<file path="src/rtl/mul32_seq.sv">
// mul32_seq -- sequential unsigned shift-and-add multiplier.
//
// Multiplies two WIDTH-bit unsigned operands into an exact 2*WIDTH-bit
// product. It performs one WIDTH-bit add per cycle for WIDTH cycles, then
// spends one cycle publishing the result.
//
// Ports
//   clk    in   1          system clock, rising edge
//   rst    in   1          synchronous active-high reset
//   start  in   1          request a multiply (ignored while busy)
//   A      in   WIDTH      multiplicand, sampled on an accepted start
//   B      in   WIDTH      multiplier, sampled on an accepted start
//   busy   out  1          high while iterating
//   done   out  1          one-cycle pulse when P/ovf update
//   P      out  2*WIDTH    product, held until the next completion
//   ovf    out  1          upper WIDTH bits of P are nonzero
module mul32_seq #(
  parameter int WIDTH = 32
) (
  input  logic                 clk,
  input  logic                 rst,
  input  logic                 start,
  input  logic [WIDTH-1:0]     A,
  input  logic [WIDTH-1:0]     B,
  output logic                 busy,
  output logic                 done,
  output logic [2*WIDTH-1:0]   P,
  output logic                 ovf
);

  localparam int CW = $clog2(WIDTH) + 1;

  typedef enum logic [1:0] {
    S_IDLE,
    S_RUN,
    S_DONE
  } state_t;

  state_t           state;

  // Datapath registers: no reset, they are always reloaded on acceptance.
  logic [WIDTH-1:0] mcand;
  logic [WIDTH-1:0] hi;
  logic [WIDTH-1:0] lo;
  logic [CW-1:0]    cnt;

  logic [WIDTH:0]   add;
  logic             load;
  logic             last;

  // The carry-out of the add lands in add[WIDTH]. The right shift moves it
  // into hi's MSB, so the product register's carry bit is always zero
  // afterwards and is not stored.
  always_comb begin
    add  = {1'b0, hi} + (lo[0] ? {1'b0, mcand} : {(WIDTH+1){1'b0}});
    load = start && ((state == S_IDLE) || (state == S_DONE));
    last = (cnt == CW'(WIDTH - 1));
  end

  // Datapath: operand load or one shift-add iteration.
  always_ff @(posedge clk) begin
    if (!rst) begin
      if (load) begin
        mcand <= A;
        hi    <= '0;
        lo    <= B;
        cnt   <= '0;
      end else if (state == S_RUN) begin
        hi    <= add[WIDTH:1];
        lo    <= {add[0], lo[WIDTH-1:1]};
        cnt   <= cnt + CW'(1);
      end
    end
  end

  // Control FSM with registered outputs.
  always_ff @(posedge clk) begin
    if (rst) begin
      state <= S_IDLE;
      busy  <= 1'b0;
      done  <= 1'b0;
      P     <= '0;
      ovf   <= 1'b0;
    end else begin
      done <= 1'b0;
      case (state)
        S_IDLE: begin
          if (start) begin
            state <= S_RUN;
            busy  <= 1'b1;
          end
        end
        S_RUN: begin
          if (last) begin
            state <= S_DONE;
            busy  <= 1'b0;
          end
        end
        S_DONE: begin
          P    <= {hi, lo};
          ovf  <= |hi;
          done <= 1'b1;
          // A start here begins the next operation without an idle gap.
          if (start) begin
            state <= S_RUN;
            busy  <= 1'b1;
          end else begin
            state <= S_IDLE;
          end
        end
        default: begin
          state <= S_IDLE;
          busy  <= 1'b0;
        end
      endcase
    end
  end

endmodule

</file>
<file path="config.mk">
export PLATFORM = sky130hd
export DESIGN_NAME = mul32_seq
export DESIGN_NICKNAME = d
export VERILOG_FILES = /design/src/rtl/mul32_seq.sv
export SDC_FILE = /design/constraint.sdc
export NUM_CORES = 1
export LEC_CHECK = 0
export BUFFER_PORTS_ARGS = -buffer_cell sky130_fd_sc_hd__buf_2
export CAP_MARGIN = 20
export CORE_UTILIZATION = 61
export CTS_CLUSTER_SIZE = 16
export DETAILED_ROUTE_END_ITERATION = 10
export PLACE_DENSITY = 0.82
export SYNTH_ARGS = -nofsm -noshare
export SYNTH_HDL_FRONTEND = slang
export SYNTH_SLANG_ARGS = --single-unit
</file>
<file path="constraint.sdc">
create_clock -name clk -period 14.8 [get_ports clk]
set_input_delay 0.74 -clock clk [delete_from_list [all_inputs] [get_ports clk]]
set_output_delay 0.74 -clock clk [all_outputs]
set_load 0.01 [all_outputs]
</file>
==> results of run 1 <==
[cells by family after synthesis]
group / Yosys count
buffers and inverters: 55
AOI/OAI and AO/OA: 185
and+or+nand+nor: 398
DFF: 171
muxes: 5
adders and majority gates: 34
xor gates and xnor gates: 18
[cells in the mapped netlist (2+ instances only)]
cell type  count  area (um^2)
nand2_1      251        942.2
edfxtp_1     102         3063
a21oi_1       96        480.5
dfxtp_1       69         1381
and2_1        38        237.7
nor2_1        36        135.1
ha_1          33        412.9
clkbuf_1      28        105.1
nand3_1       16        80.08
a21o_1        15        112.6
o21ai_0       14        70.07
buf_1         12        45.04
nor3_1        11        55.05
nor4_1        10        62.56
and3_1         9        56.30
buf_2          9        45.04
xnor2_1        9        78.83
xor2_1         9        78.83
nand2b_1       8        50.05
o21ai_1        8        40.04
o21a_1         6        45.04
a31oi_1        5        31.28
inv_1          5        18.77
mux2i_1        5        50.05
nand4_1        5        31.28
o211ai_1       5        37.54
a211o_1        4        35.03
a211oi_1       4        30.03
nor2b_1        4        25.02
a21boi_0       3        22.52
a31o_2         3        26.28
and4_1         3        26.28
a21oi_2        2        17.52
o2111ai_1      2        17.52
o22ai_1        2        12.51
o31a_1         2        17.52
or2_2          2        12.51
or3_1          2        12.51
[report_power, final]
group	total (mW)	internal [mW]	switching [mW]
Sequential	0.555	0.536	0.0184
Combinational	0.159	0.0613	0.0973
Clock	0.420	0.224	0.196
Total	1.13	0.821	0.312
[through the flow]
stage	std cells	utilization (%)	total power [mW]
after floorplan	866	-	0.6754
after global placement	1131	68.06	0.7164
after detailed placement	1131	68.06	0.7185
after global routing	1163	72.24	1.173
final	1163	72.24	1.133
after CTS	1163	72.24	1.132
[placed cells by master, fill, tap and decap left out, types with 3 or more instances in the layout]
master and count:
and3_1 9, nand4_1 5, buf_2 133, o21ai_1 8
nor3_1 11, nor4_1 10, edfxtp_1 102, dfxtp_1 69
and4_1 3, o211ai_1 5, buf_4 6, nand3_1 16
o21a_1 6, clkbuf_16 17, xor2_1 9, mux2i_1 5
a31oi_1 5, a21boi_0 3, a21o_1 15, ha_1 33
o21ai_0 14, nor2_1 35, a211oi_1 4, a31o_2 3
nand2b_1 6, inv_1 5, inv_6 3, inv_4 4
a21oi_1 95, a211o_1 4, nand2_1 251, and2_1 38
xnor2_1 9
[worst max path at each step]
stage | cells after the start | from | end | slack [ps]
floorplan | 3 | start | cnt[0]$_SDFFCE_PP0P_ | 9830
global placement | 10 | lo[0]$_DFFE_PP_ | hi[31]$_SDFFCE_PP0P_ | 11640
detailed placement | 10 | lo[0]$_DFFE_PP_ | hi[31]$_SDFFCE_PP0P_ | 11580
CTS | 10 | lo[0]$_DFFE_PP_ | hi[29]$_SDFFCE_PP0P_ | 11520
global route | 10 | lo[0]$_DFFE_PP_ | hi[29]$_SDFFCE_PP0P_ | 11230
finish | 10 | lo[0]$_DFFE_PP_ | hi[29]$_SDFFCE_PP0P_ | 11530
[flip-flops by register name (all words and copies together), names as in the netlist]
register  cells
cnt           6
lo           32
busy          1
mcand        32
hi           32
done          1
ovf           1
P            64
state         2
[cell type report]
class                   count  area, um^2
clock buffers              19       442.9
multi-input cells         640        3583
fillers                   980        3661
repair buffers            139       710.7
clock inverters            13       108.9
flip-flops and latches    171        4444
inverters                   5       18.77
well taps                 176       220.2
[metal layers]
| metal | vias to the layer above | global-route usage [%] | wire, um |
|---|---|---|---|
| met3 | 34 | 5.426 | 1270 |
| met1 | 3161 | 38.00 | 8356 |
| met2 | 304 | 47.57 | 9490 |
| met4 | 0 | 10.26 | 344 |
| met5 | - | 0 | 0 |
| li1 | 3251 | - | - |
[worst reg2reg max path: stages (launching register included)]
cell and delay [ps]:
edfxtp_1 920, and2_1 240, ha_1 180, fa_1 210, nand3_1 120, a31oi_2 260
o211ai_1 140, a21oi_1 380, o2111ai_1 180, and3_1 220, o21a_1 170
==> results_dict.tcl, run 1 <==
set metrics [dict create \
    rows 42 \
    cts_hold_buf 0 \
    die_w_um 118.0 \
    cp_num_buf_inv 0 \
    synth_area_um2 8214 \
    grt_antenna_before_repair 0 \
    rr_worst_depth 10 \
    vias 6750 \
    crit_type "reg -> reg" \
    async_reset_ff_share_pct 0 \
    whs_endpoint "P[9]$_SDFFE_PP0P_" \
    final_antenna_net_count 0 \
    cts_resized 0 \
    placedInstanceArea_um2 8977 \
    grt-ovfl-total 0 \
    cts_tree "yes" \
    synthSimpleGateAreaFrac_pct 21.42 \
    n_antenna_cell 0 \
    dp_slack_ps 11580 \
    cp_cell_sequence "and2_1, ha_1, fa_1, nand3_1, a31oi_2, o211ai_1, a21oi_1, o2111ai_1, and3_1, o21a_1" \
    core_area_um2 13190 \
    max_stage_delay_ps 920 \
    tightest_slew_ps 984.4 \
    worstPathArrival_ps 3450 \
    cts.sinks 171 \
    synth-adder-area-share_pct 5.270 \
    drv_cap 0 \
    synth_edf_count 102 \
    synth_fp_nets 967 \
    avgSynthCellArea_um2 9.485 \
    status "finished, final reports clean" \
    drive_gt1_share_pct 19.15 \
    cp_top_family "compound AO/OA/AOI/OAI gates" \
    cp-end-kind "flip-flop" \
    worstPathRequired_ps 14980 \
    clkTransAtPathRegs_ps 70 \
    yosysSeqAreaShare_pct 54.11 \
    r2r_setup_slack_ps 11530 \
    wl_per_cell_um 16.73 \
    r2r_start "lo[0]$_DFFE_PP_" \
    ys_types 57 \
    worstPathMaxFanout 33 \
    max_freq_ghz 0.3058 \
    crit_slowest_cell "edfxtp_1" \
    drt_iter0_drc 693 \
    fin_worst_skew_ps 11.16 \
    start_util_pct 62.27 \
    clock_path_buffers 2 \
    min_period_over_period_pct 22.09 \
    gp_congestion 0.9281 \
    min_period_ps 3270 \
    grt_pass1_wl_um 31460 \
    io_pins 134 \
    r2r-end "hi[29]$_SDFFCE_PP0P_" \
    hold_violations 0 \
    drt-total-wl_um 19460 \
    setup_viol 0 \
    syn_inst 866 \
    synth-seq-cells 171 \
    insertion_delay_ps 440 \
    grt_max_degree 71 \
    cts_buffers 17 \
    p_leak_nw 3.956 \
    relSlewSlack_pct 34.21 \
    synth.area.mux_share_pct 0.6093 \
    die_y_um 118.0 \
    port-buffer-count 133 \
    grt_pass1_vias 6334 \
    drtPass1Iterations 5 \
    power.density_nw_per_um2 118.9 \
    holdPathStages 2 \
    vdd_drop_max_mv 0.08780 \
    min_from "P[9]$_SDFFE_PP0P_" \
    grt_usage_pct 28.82 \
    hp-class "reg -> reg" \
    root_buffer "clkbuf_16" \
    rsz0062_at_grt "no" \
    crit_path_start_kind "flip-flop" \
    htree_levels 4 \
    synth_top_family_by_area "simple AND/OR/NAND/NOR gates" \
    viasPerCell 5.804 \
    die-area_um2 13930 \
    cts_setup_buffers 0 \
    yosys_warnings 0 \
    dpl.hpwl_um 12470 \
    synth_compound_area_share_pct 13.94 \
    synth_xor_xnor_area_share_pct 1.919 \
    totalNegativeSetupSlack_ps 0 \
    nNetsFinal 1075 \
    postLayoutSetupSlackWorst_ps 11530 \
    final_cell_area_um2 9529 \
    final_max_slew_viol_count 0 \
    whs_ps 450.6 \
    synth_flop_cell "edfxtp_1" \
    drc_errors 0 \
    area_growth_pct 16.01 \
]
Power figures use the tool's default switching activity.
==> run 2, diff against run 1 <==
--- a/config.mk
+++ b/config.mk
@@ -7,10 +7,10 @@
 export LEC_CHECK = 0
 export BUFFER_PORTS_ARGS = -buffer_cell sky130_fd_sc_hd__buf_2
 export CAP_MARGIN = 20
-export CORE_UTILIZATION = 61
+export CORE_UTILIZATION = 51
 export CTS_CLUSTER_SIZE = 16
 export DETAILED_ROUTE_END_ITERATION = 10
-export PLACE_DENSITY = 0.82
+export PLACE_DENSITY = 0.73
 export SYNTH_ARGS = -nofsm -noshare
 export SYNTH_HDL_FRONTEND = slang
 export SYNTH_SLANG_ARGS = --single-unit
==> constraint.sdc (replaced) <==
create_clock -name clk -period 3 [get_ports clk]
set_input_delay 0.15 -clock clk [delete_from_list [all_inputs] [get_ports clk]]
set_output_delay 0.15 -clock clk [all_outputs]
set_load 0.01 [all_outputs]
==> results_dict.tcl, run 2 (same netlist as run 1, synthesis figures left out) <==
set metrics [dict create \
    final_cell_area_um2 10360 \
    port-buffer-count 133 \
    drv_cap 0 \
    viasPerCell 5.451 \
    final_common_cell "nand2_1" \
    final_antenna_net_count 0 \
    tightest_slew_ps 855.4 \
    placedInstanceArea_um2 9163 \
    relSlewSlack_pct 42.85 \
    crit_type "reg -> reg" \
    insertion_delay_ps 440 \
    worstPathRequired_ps 3150 \
    drt_iter0_drc 496 \
    max_freq_ghz 0.3482 \
    vias 6950 \
    hold_violations 0 \
    area_growth_pct 26.11 \
    status "finished, final reports clean" \
    die_w_um 128.9 \
    rsz0062_at_grt "yes" \
    cts.sinks 171 \
    wl_per_cell_um 16.32 \
    cp-end-kind "flip-flop" \
    cts_buffers 17 \
    rows 46 \
    cts_tree "yes" \
    drc_errors 0 \
    top_register "P" \
    hp-class "in -> reg" \
    fin_util_pct 65.45 \
    gp_congestion 0.8803 \
    grt_pass1_vias 6499 \
    dpl.hpwl_um 14060 \
    start_util_pct 51.90 \
    largest_reg_flops 64 \
    vdd_drop_max_mv 0.4214 \
    grt-ovfl-total 0 \
    core_area_um2 15830 \
    min_period_ps 2872 \
    io_pins 134 \
    fin_worst_skew_ps 11.02 \
    setup_viol 0 \
    grt_antenna_before_repair 0 \
    nNetsFinal 1147 \
    grt_pass1_wl_um 32530 \
    final_cell_mix "nand2_1 (251), buf_2 (133), edfxtp_1 (102)" \
    htree_levels 4 \
    clock_path_buffers 2 \
    die-area_um2 16620 \
    whs_ps 7.776 \
    drt-total-wl_um 20810 \
    min_period_over_period_pct 95.73 \
    grt_max_degree 51 \
    power.density_nw_per_um2 562.4 \
    n_antenna_cell 0 \
    final_max_slew_viol_count 0 \
    worstPathMaxFanout 15 \
    dp_cells 1184 \
    crit_path_start_kind "flip-flop" \
    drive_gt1_share_pct 19.17 \
    clkTransAtPathRegs_ps 70 \
    worstPathArrival_ps 3020 \
    drtPass1Iterations 5 \
    grt_usage_pct 25.75 \
    p_leak_nw 4.292 \
    root_buffer "clkbuf_16" \
    die_y_um 128.9 \
    fin_cells 1275 \
]
-- run 2: cell count changes in the layout (fill, tap and decap cells not counted), moves of 3 or more --
cell	delta
dlygate4sd3_1	+59
buf_12	+3
buf_4	+10
inv_4	-4
-- run 2: area by class of cell --
cell class | instances | area (um^2)
Tap cell | 216 | 270.3
Fill cell | 1272 | 5469
Clock buffer | 20 | 467.9
Sequential cell | 171 | 4444
Inverter | 5 | 18.77
Multi-Input combinational cell | 640 | 3588
Timing Repair Buffer | 211 | 1436
Clock inverter | 12 | 132.6
-- run 2: critical path, cell delays in order (launching register included) --
cell and delay (ps):
edfxtp_1 400, buf_4 200, and2_1 180, fa_1 430, nand3_1 140, a31oi_2 140
o21a_1 210, a31o_2 270, a21boi_1 280, o31a_1 240, o32ai_2 90
-- run 2: timing repair --
item                       4_1_cts  5_1_grt
gates resized for setup          0        1
hold buffers                    59        0
buffers inserted                 0        0
setup endpoints to repair        0        2
hold endpoints to repair        59        0
-- run 2: power by group --
| group | switching [mW] | total (mW) | internal, mW |
|---|---|---|---|
| Sequential | 0.0816 | 2.73 | 2.65 |
| Combinational | 0.511 | 0.886 | 0.376 |
| Clock | 0.973 | 2.21 | 1.24 |
-- run 2: layer usage --
metal	GRT usage, %	wire (um)
met1	33.18	9062
met3	5.821	1362
met4	9.827	416
met2	42.32	9968
met5	0	0
-- run 2: path summary, 6_finish.rpt --
path	startpoint	end	slack, ps	cells after the start
setup / recovery	lo[0]$_DFFE_PP_	hi[31]$_SDFFCE_PP0P_	130	10
hold / removal	B[7]	lo[7]$_DFFE_PP_	8	3
setup reg to reg	lo[0]$_DFFE_PP_	hi[31]$_SDFFCE_PP0P_	130	10
hold reg to reg	P[24]$_SDFFE_PP0P_	P[24]$_SDFFE_PP0P_	450	2
-- run 2: through the flow --
| step | setup WS (ps) | setup TNS [ps] | power, mW |
|---|---|---|---|
| after floorplan | 411.6 | 0 | 3.328 |
| after global placement | 235.4 | 0 | 3.576 |
| after detailed placement | 183.7 | 0 | 3.586 |
| after CTS | 127.7 | 0 | 5.846 |
| after global routing | -16.38 | -16.38 | 6.044 |
| final | 128.1 | 0 | 5.826 |
